File: src/rtl/mc_ctrl.sv
// mc_ctrl: multi-cycle MIPS-lite sequencer sharing one ALU and one memory port.
// Define MC_CTRL_PERF_EN to add the cyc_cnt / ret_cnt performance counters.
module mc_ctrl #(
  parameter int MAX_WAIT = 16
`ifdef MC_CTRL_PERF_EN
  ,
  parameter int CNT_W = 32
`endif
) (
  input  logic       clk,
  input  logic       reset,
  input  logic [5:0] opcode,
  input  logic [5:0] funct,
  input  logic       zero,
  input  logic       mem_ready,
  output logic       PcWrite,
  output logic       IrWrite,
  output logic       MemRead,
  output logic       MemWrite,
  output logic       RegWrite,
  output logic [2:0] NpcSel,
  output logic [1:0] RegDst,
  output logic [1:0] wd_sel,
  output logic [1:0] ExtOp,
  output logic       AluSrc,
  output logic [3:0] AluCtrl,
  output logic       illegal,
  output logic       bus_err,
  output logic [3:0] state
`ifdef MC_CTRL_PERF_EN
  ,
  output logic [CNT_W-1:0] cyc_cnt,
  output logic [CNT_W-1:0] ret_cnt
`endif
);

  localparam logic [5:0] OP_RTYPE = 6'h00, OP_J   = 6'h02, OP_JAL   = 6'h03, OP_BEQ = 6'h04;
  localparam logic [5:0] OP_ADDI  = 6'h08, OP_ADDIU = 6'h09, OP_ORI = 6'h0d, OP_LUI = 6'h0f;
  localparam logic [5:0] OP_LW    = 6'h23, OP_SW  = 6'h2b;
  localparam logic [5:0] FN_JR = 6'h08, FN_ADDU = 6'h21, FN_SUBU = 6'h23, FN_SLT = 6'h2a;

  localparam logic [3:0] ALU_ADDU = 4'd0, ALU_SUBU = 4'd1, ALU_OR = 4'd2, ALU_BB = 4'd3;
  localparam logic [3:0] ALU_AA   = 4'd4, ALU_ADD  = 4'd5, ALU_LT = 4'd6;
  localparam logic [1:0] EXT_ZERO = 2'd0, EXT_SIGN = 2'd1, EXT_LUI = 2'd2;
  localparam logic [2:0] NPC_PC4 = 3'd0, NPC_BR = 3'd1, NPC_JAL = 3'd2, NPC_J = 3'd3, NPC_JR = 3'd4;
  localparam logic [1:0] DST_RT = 2'd0, DST_RD = 2'd1, DST_RA = 2'd2;
  localparam logic [1:0] WD_ALU = 2'd0, WD_MEM = 2'd1, WD_PC = 2'd2;

  // Counter only needs to reach MAX_WAIT-1: expiry fires on the MAX_WAIT-th idle cycle.
  localparam int WAIT_W = (MAX_WAIT > 2) ? $clog2(MAX_WAIT) : 1;

  typedef enum logic [3:0] {
    S_FETCH = 4'd0, S_DCD = 4'd1, S_EXE = 4'd2, S_AWB = 4'd3,
    S_MA    = 4'd4, S_MRD = 4'd5, S_MWB = 4'd6, S_MWR = 4'd7,
    S_BR    = 4'd8, S_JMP = 4'd9, S_JAL = 4'd10, S_JR = 4'd11
  } state_t;

  state_t            state_reg, state_next, dcd_next;
  logic [WAIT_W-1:0] wait_cnt_reg;
  logic              wait_state, expire, is_rtype;
  logic [3:0]        exe_alu;
  logic              exe_src;
  logic [1:0]        exe_ext;

  assign is_rtype   = (opcode == OP_RTYPE);
  assign wait_state = (state_reg == S_FETCH) || (state_reg == S_MRD) || (state_reg == S_MWR);
  assign expire     = (MAX_WAIT > 0) && wait_state && !mem_ready &&
                      (wait_cnt_reg == WAIT_W'(MAX_WAIT - 1));

  // Instruction decode: successor of DCD plus the ALU setup used in EXE/AWB.
  always_comb begin
    dcd_next = S_FETCH;
    exe_alu  = ALU_ADDU;
    exe_src  = 1'b0;
    exe_ext  = EXT_ZERO;
    case (opcode)
      OP_RTYPE: begin
        case (funct)
          FN_ADDU: begin dcd_next = S_EXE; exe_alu = ALU_ADDU; end
          FN_SUBU: begin dcd_next = S_EXE; exe_alu = ALU_SUBU; end
          FN_SLT:  begin dcd_next = S_EXE; exe_alu = ALU_LT;   end
          FN_JR:   dcd_next = S_JR;
          default: dcd_next = S_FETCH;
        endcase
      end
      OP_ORI:   begin dcd_next = S_EXE; exe_alu = ALU_OR;   exe_src = 1'b1; exe_ext = EXT_ZERO; end
      OP_LUI:   begin dcd_next = S_EXE; exe_alu = ALU_BB;   exe_src = 1'b1; exe_ext = EXT_LUI;  end
      OP_ADDI:  begin dcd_next = S_EXE; exe_alu = ALU_ADD;  exe_src = 1'b1; exe_ext = EXT_SIGN; end
      OP_ADDIU: begin dcd_next = S_EXE; exe_alu = ALU_ADDU; exe_src = 1'b1; exe_ext = EXT_SIGN; end
      OP_LW, OP_SW: dcd_next = S_MA;
      OP_BEQ:   dcd_next = S_BR;
      OP_J:     dcd_next = S_JMP;
      OP_JAL:   dcd_next = S_JAL;
      default:  dcd_next = S_FETCH;
    endcase
  end

  always_comb begin
    state_next = state_reg;
    PcWrite    = 1'b0;
    IrWrite    = 1'b0;
    MemRead    = 1'b0;
    MemWrite   = 1'b0;
    RegWrite   = 1'b0;
    NpcSel     = NPC_PC4;
    RegDst     = DST_RT;
    wd_sel     = WD_ALU;
    ExtOp      = EXT_ZERO;
    AluSrc     = 1'b0;
    AluCtrl    = ALU_ADDU;
    illegal    = 1'b0;
    bus_err    = 1'b0;
    case (state_reg)
      S_FETCH: begin
        MemRead = 1'b1;
        if (mem_ready) begin
          IrWrite    = 1'b1;
          PcWrite    = 1'b1;
          state_next = S_DCD;
        end else if (expire) begin
          bus_err = 1'b1;
        end
      end
      S_DCD: begin
        state_next = dcd_next;
        illegal    = (dcd_next == S_FETCH);
      end
      S_EXE: begin
        AluCtrl    = exe_alu;
        AluSrc     = exe_src;
        ExtOp      = exe_ext;
        state_next = S_AWB;
      end
      S_AWB: begin
        AluCtrl    = exe_alu;
        AluSrc     = exe_src;
        ExtOp      = exe_ext;
        RegWrite   = 1'b1;
        RegDst     = is_rtype ? DST_RD : DST_RT;
        state_next = S_FETCH;
      end
      S_MA: begin
        AluSrc     = 1'b1;
        ExtOp      = EXT_SIGN;
        state_next = (opcode == OP_LW) ? S_MRD : S_MWR;
      end
      S_MRD: begin
        MemRead = 1'b1;
        AluSrc  = 1'b1;
        ExtOp   = EXT_SIGN;
        if (mem_ready) begin
          state_next = S_MWB;
        end else if (expire) begin
          bus_err    = 1'b1;
          state_next = S_FETCH;
        end
      end
      S_MWB: begin
        RegWrite   = 1'b1;
        wd_sel     = WD_MEM;
        state_next = S_FETCH;
      end
      S_MWR: begin
        MemWrite = 1'b1;
        AluSrc   = 1'b1;
        ExtOp    = EXT_SIGN;
        if (mem_ready) begin
          state_next = S_FETCH;
        end else if (expire) begin
          bus_err    = 1'b1;
          state_next = S_FETCH;
        end
      end
      S_BR: begin
        AluCtrl    = ALU_SUBU;
        PcWrite    = zero;
        NpcSel     = NPC_BR;
        state_next = S_FETCH;
      end
      S_JMP: begin
        PcWrite    = 1'b1;
        NpcSel     = NPC_J;
        state_next = S_FETCH;
      end
      S_JAL: begin
        PcWrite    = 1'b1;
        NpcSel     = NPC_JAL;
        RegWrite   = 1'b1;
        RegDst     = DST_RA;
        wd_sel     = WD_PC;
        state_next = S_FETCH;
      end
      S_JR: begin
        AluCtrl    = ALU_AA;
        PcWrite    = 1'b1;
        NpcSel     = NPC_JR;
        state_next = S_FETCH;
      end
      default: state_next = S_FETCH;
    endcase
    state = state_reg;
    // Reset silences every output in the same cycle so an aborted instruction writes nothing.
    if (reset) begin
      PcWrite  = 1'b0;
      IrWrite  = 1'b0;
      MemRead  = 1'b0;
      MemWrite = 1'b0;
      RegWrite = 1'b0;
      NpcSel   = NPC_PC4;
      RegDst   = DST_RT;
      wd_sel   = WD_ALU;
      ExtOp    = EXT_ZERO;
      AluSrc   = 1'b0;
      AluCtrl  = ALU_ADDU;
      illegal  = 1'b0;
      bus_err  = 1'b0;
      state    = 4'd0;
    end
  end

  always_ff @(posedge clk) begin
    if (reset) begin
      state_reg    <= S_FETCH;
      wait_cnt_reg <= '0;
    end else begin
      state_reg <= state_next;
      if (!wait_state || mem_ready || expire || (state_next != state_reg)) begin
        wait_cnt_reg <= '0;
      end else begin
        wait_cnt_reg <= wait_cnt_reg + WAIT_W'(1);
      end
    end
  end

`ifdef MC_CTRL_PERF_EN
  logic [CNT_W-1:0] cyc_cnt_reg, ret_cnt_reg;
  logic             retire;

  // A bus error out of MWR also lands in FETCH but is not a retirement.
  assign retire = (state_next == S_FETCH) && !expire &&
                  (state_reg inside {S_AWB, S_MWB, S_MWR, S_BR, S_JMP, S_JAL, S_JR});

  always_ff @(posedge clk) begin
    if (reset) begin
      cyc_cnt_reg <= '0;
      ret_cnt_reg <= '0;
    end else begin
      cyc_cnt_reg <= cyc_cnt_reg + CNT_W'(1);
      if (retire) begin
        ret_cnt_reg <= ret_cnt_reg + CNT_W'(1);
      end
    end
  end

  assign cyc_cnt = cyc_cnt_reg;
  assign ret_cnt = ret_cnt_reg;
`endif

endmodule

File: config.mk
export PLATFORM = sky130hd
export DESIGN_NAME = mc_ctrl
export DESIGN_NICKNAME = d
export VERILOG_FILES = /design/src/rtl/mc_ctrl.sv
export SDC_FILE = /design/constraint.sdc
export NUM_CORES = 1
export LEC_CHECK = 0
export ABC_AREA = 1
export CAP_MARGIN = 40
export CORE_ASPECT_RATIO = 1.5
export CORE_MARGIN = 8
export CORE_UTILIZATION = 33
export DETAILED_ROUTE_END_ITERATION = 6
export PLACE_DENSITY = 0.65
export SLEW_MARGIN = 5
export SYNTH_ARGS = -nofsm -noshare
export SYNTH_HDL_FRONTEND = slang
export SYNTH_SLANG_ARGS = --single-unit
export TNS_END_PERCENT = 10
File: constraint.sdc
create_clock -name clk -period 1.7 [get_ports clk]
set_input_delay 0.255 -clock clk [delete_from_list [all_inputs] [get_ports clk]]
set_output_delay 0.255 -clock clk [all_outputs]
set_load 0.05 [all_outputs]
==> flow_summary.toml <==
[worst_setup_path]
crit_type = "reg -> out"
critical_path.endpoint_type = "output pin"
cells_traversed_along_the_worst_timing_path = "nor2_4, inv_2, nor3_4, nand3b_1, nor3b_4, buf_12"
critical-path-slowest-cell = "sky130_fd_sc_hd__dfxtp_4"
critPathArrivalTime_ns = 1.54
critical_path_s_largest_stage_delay_ns = 0.36
startpoint_type = "flop"
worst-endpoint-required_ns = 1.44
path_max_fanout = 3

[global_route]
wire_length_of_the_first_global_routing_pass_mm = 6.32
grt_max_degree = 8
grt_pass1_vias = 1502
globalRouteTotalUtil = 0.166
grt_antenna_before_repair = 0
overflow = 0

[clock_network]
worst_setup_hold_path_clk_slew_ns = 0.04
clkLatencyLatePin_ns = 0.23
ctsLongestPathBuffers = 2
cts_tree = "built"
cts.sinks = 8
clock-root-buffer = "sky130_fd_sc_hd__clkbuf_8"
cts_hold_buffers = 0
cts_inserted_buffers = 3
htreeDepth = 1

[routing]
wirelength_mm = 4.19
ant_nets = 0
num_vias = 1447
routed_wire_length_per_instance_um = 14.6
drtPass1Iterations = 4
viasPerCell = 5.02
drt_drc_violations_left = 0
drt_first_iter_violations = 23

[floorplan]
fp.dieW_um = 59.6
num_io_pins = 41
area_of_the_core_mm2 = 0.00282
rows = 24
dieArea_mm2 = 0.00486
floorplan.initialDensity = 0.334
die-height_um = 81.4

[power]
vdd_ir_drop_max_mv = 0.292
post-layout-total-power_mw = 0.729
p_leak_nw = 0.962
p_per_area_mw_per_mm2 = 338

[logic_synthesis]
cell_type_with_the_largest_total_area_after_synthesis = "sky130_fd_sc_hd__dfxtp_1"
synth_area_um2 = 942
synth_area_per_cell_um2 = 5.61
syn-num-nets = 185
gate_count_after_technology_mapping = 168
synth_top_cells_by_area = "sky130_fd_sc_hd__dfxtp_1 (17%), sky130_fd_sc_hd__nor2_1 (15%), sky130_fd_sc_hd__nand2_1 (14%)"
ys.warnings.count = 0
synth-async-reset-ratio = 0
ys_seq_elements = 8
synthFlopType = "sky130_fd_sc_hd__dfxtp_1"
yosys.area.top_type_share = 0.170
synth_sequential_area_ratio = 0.170
synth.most_common_cell = "sky130_fd_sc_hd__nor2_1"
post_synth_num_cell_types = 31
synth-edff-count = 0
most_instantiated_cells_after_synthesis = "sky130_fd_sc_hd__nor2_1 (37), sky130_fd_sc_hd__nand2_1 (34), sky130_fd_sc_hd__inv_1 (26), sky130_fd_sc_hd__nand3_1 (15), sky130_fd_sc_hd__dfxtp_1 (8)"

[finish]
syn2layout_area_growth_pct = 129
fin_nets = 268
n_antenna_cell = 0
post_route_cells_drive_above_1_share = 0.598
fin_cells = 288
fin_util = 0.765

[sta]
layout_min_cycle_time_ns = 1.79
timing.fmax_mhz = 558
tns_ns = -0.257
final_hold_viol_count = 0
rsz0062_at_grt = "true"
final.period_utilization = 1.05
setup_violating_endpoint_count_in_the_final_report = 4
timing.final.ws_setup_ns = -0.0930
fin_worst_hold_slack_ns = 0.432
fin_skew_ns = 0.00653
maxSlewViolCount = 0

[worst_hold_path]
worstHoldPathType = "in -> reg"

[place]
gpl.final_weighted_congestion = 0.857
placed_cells_incl_taps = 274
place_hpwl_mm = 2.97
placement.io_buffers = 39

[job]
max_cap_violations = 0

[status]
result_of_the_run = "complete, but fails checks"
failed_checks = "negative setup slack"
logic make-up (layout without fill, tap and decap cells):
group,count (synthesis),in the layout,share of synthesized area
AND/OR/NAND/NOR,109,109,0.562
buffers and inverters,33,114,0.149
XOR/XNOR,1,1,0.00930
flip-flops,8,8,0.170
AO/OA/AOI/OAI,15,15,0.0930
other,1,1,0.00398
adder cells (fa/ha/maj),1,1,0.0133
worst max-delay path: cells and delay by family, from the launching register on:
family	cells	cell delay [ns]
simple gates	4	0.69
flops	1	0.36
buf+inv	2	0.24
path summary, 6_finish.rpt:
check | startpoint | to | slack, ns | depth (start not counted)
setup / recovery | state_reg[3] | illegal | -0.09 | 6
setup reg to reg | state_reg[3] | state_reg[0] | 0.37 | 9
hold reg to reg | wait_cnt_reg[0] | wait_cnt_reg[0] | 0.46 | 1
hold / removal | opcode[0] | state_reg[0] | 0.43 | 4
per-layer routing:
| metal | share of wire | vias up | global-route usage |
|---|---|---|---|
| met2 | 0.59 | 49 | 0.336 |
| li1 | - | 693 | - |
| met1 | 0.33 | 686 | 0.137 |
| met4 | 0.051 | 0 | 0.125 |
| met5 | 0 | - | 0 |
| met3 | 0.037 | 19 | 0.0219 |
power breakdown:
part / leakage [nW] / internal, mW / switching [mW] / total [mW]
Combinational: 0.873 / 0.133 / 0.163 / 0.295
Clock: 0.0216 / 0.154 / 0.0802 / 0.234
Sequential: 0.0672 / 0.191 / 0.00921 / 0.200
Total: 0.962 / 0.477 / 0.252 / 0.729
stage by stage:
step	setup WS (ns)	instance area, µm²
6_report	-0.0930	2160
5_1_grt	-0.157	2160
4_1_cts	-0.109	2030
3_5_place_dp	-0.394	1880
3_3_place_gp	-0.319	1880
2_1_floorplan	-0.178	998
cell type report:
type | instances | area, µm²
clock buffers | 3 | 41.3
repair buffers | 83 | 930
flip-flops and latches | 8 | 171
fillers | 216 | 664
well taps | 39 | 48.8
inverters | 28 | 108
multi-input cells | 127 | 860
what timing repair did:
item | 4_1_cts | 5_1_grt
gates resized for setup | 45 | 48
setup endpoints to repair | 15 | 19
pin swaps | 10 | 18
buffers inserted | 5 | 6
layout by cell type (no fill, tap or decap), types with 2 or more instances in the layout:
cell type	instances
sky130_fd_sc_hd__a21oi_2	3
sky130_fd_sc_hd__nor2_4	10
sky130_fd_sc_hd__clkbuf_2	6
sky130_fd_sc_hd__nand3_2	7
sky130_fd_sc_hd__dfxtp_1	5
sky130_fd_sc_hd__nor2_1	19
sky130_fd_sc_hd__buf_4	40
sky130_fd_sc_hd__nor2_2	14
sky130_fd_sc_hd__nor3_2	2
sky130_fd_sc_hd__clkdlybuf4s50_1	2
sky130_fd_sc_hd__inv_1	16
sky130_fd_sc_hd__nor3_4	3
sky130_fd_sc_hd__o21ai_0	3
sky130_fd_sc_hd__dfxtp_4	3
sky130_fd_sc_hd__nand3_1	9
sky130_fd_sc_hd__nand2_2	10
sky130_fd_sc_hd__buf_12	23
sky130_fd_sc_hd__buf_6	5
sky130_fd_sc_hd__dlygate4sd2_1	6
sky130_fd_sc_hd__nor3_1	3
sky130_fd_sc_hd__inv_2	11
sky130_fd_sc_hd__clkbuf_8	3
sky130_fd_sc_hd__nand2_1	23
sky130_fd_sc_hd__a21oi_1	3
sky130_fd_sc_hd__nand4_1	3
Note: power is estimated with default switching activity, not from simulation.
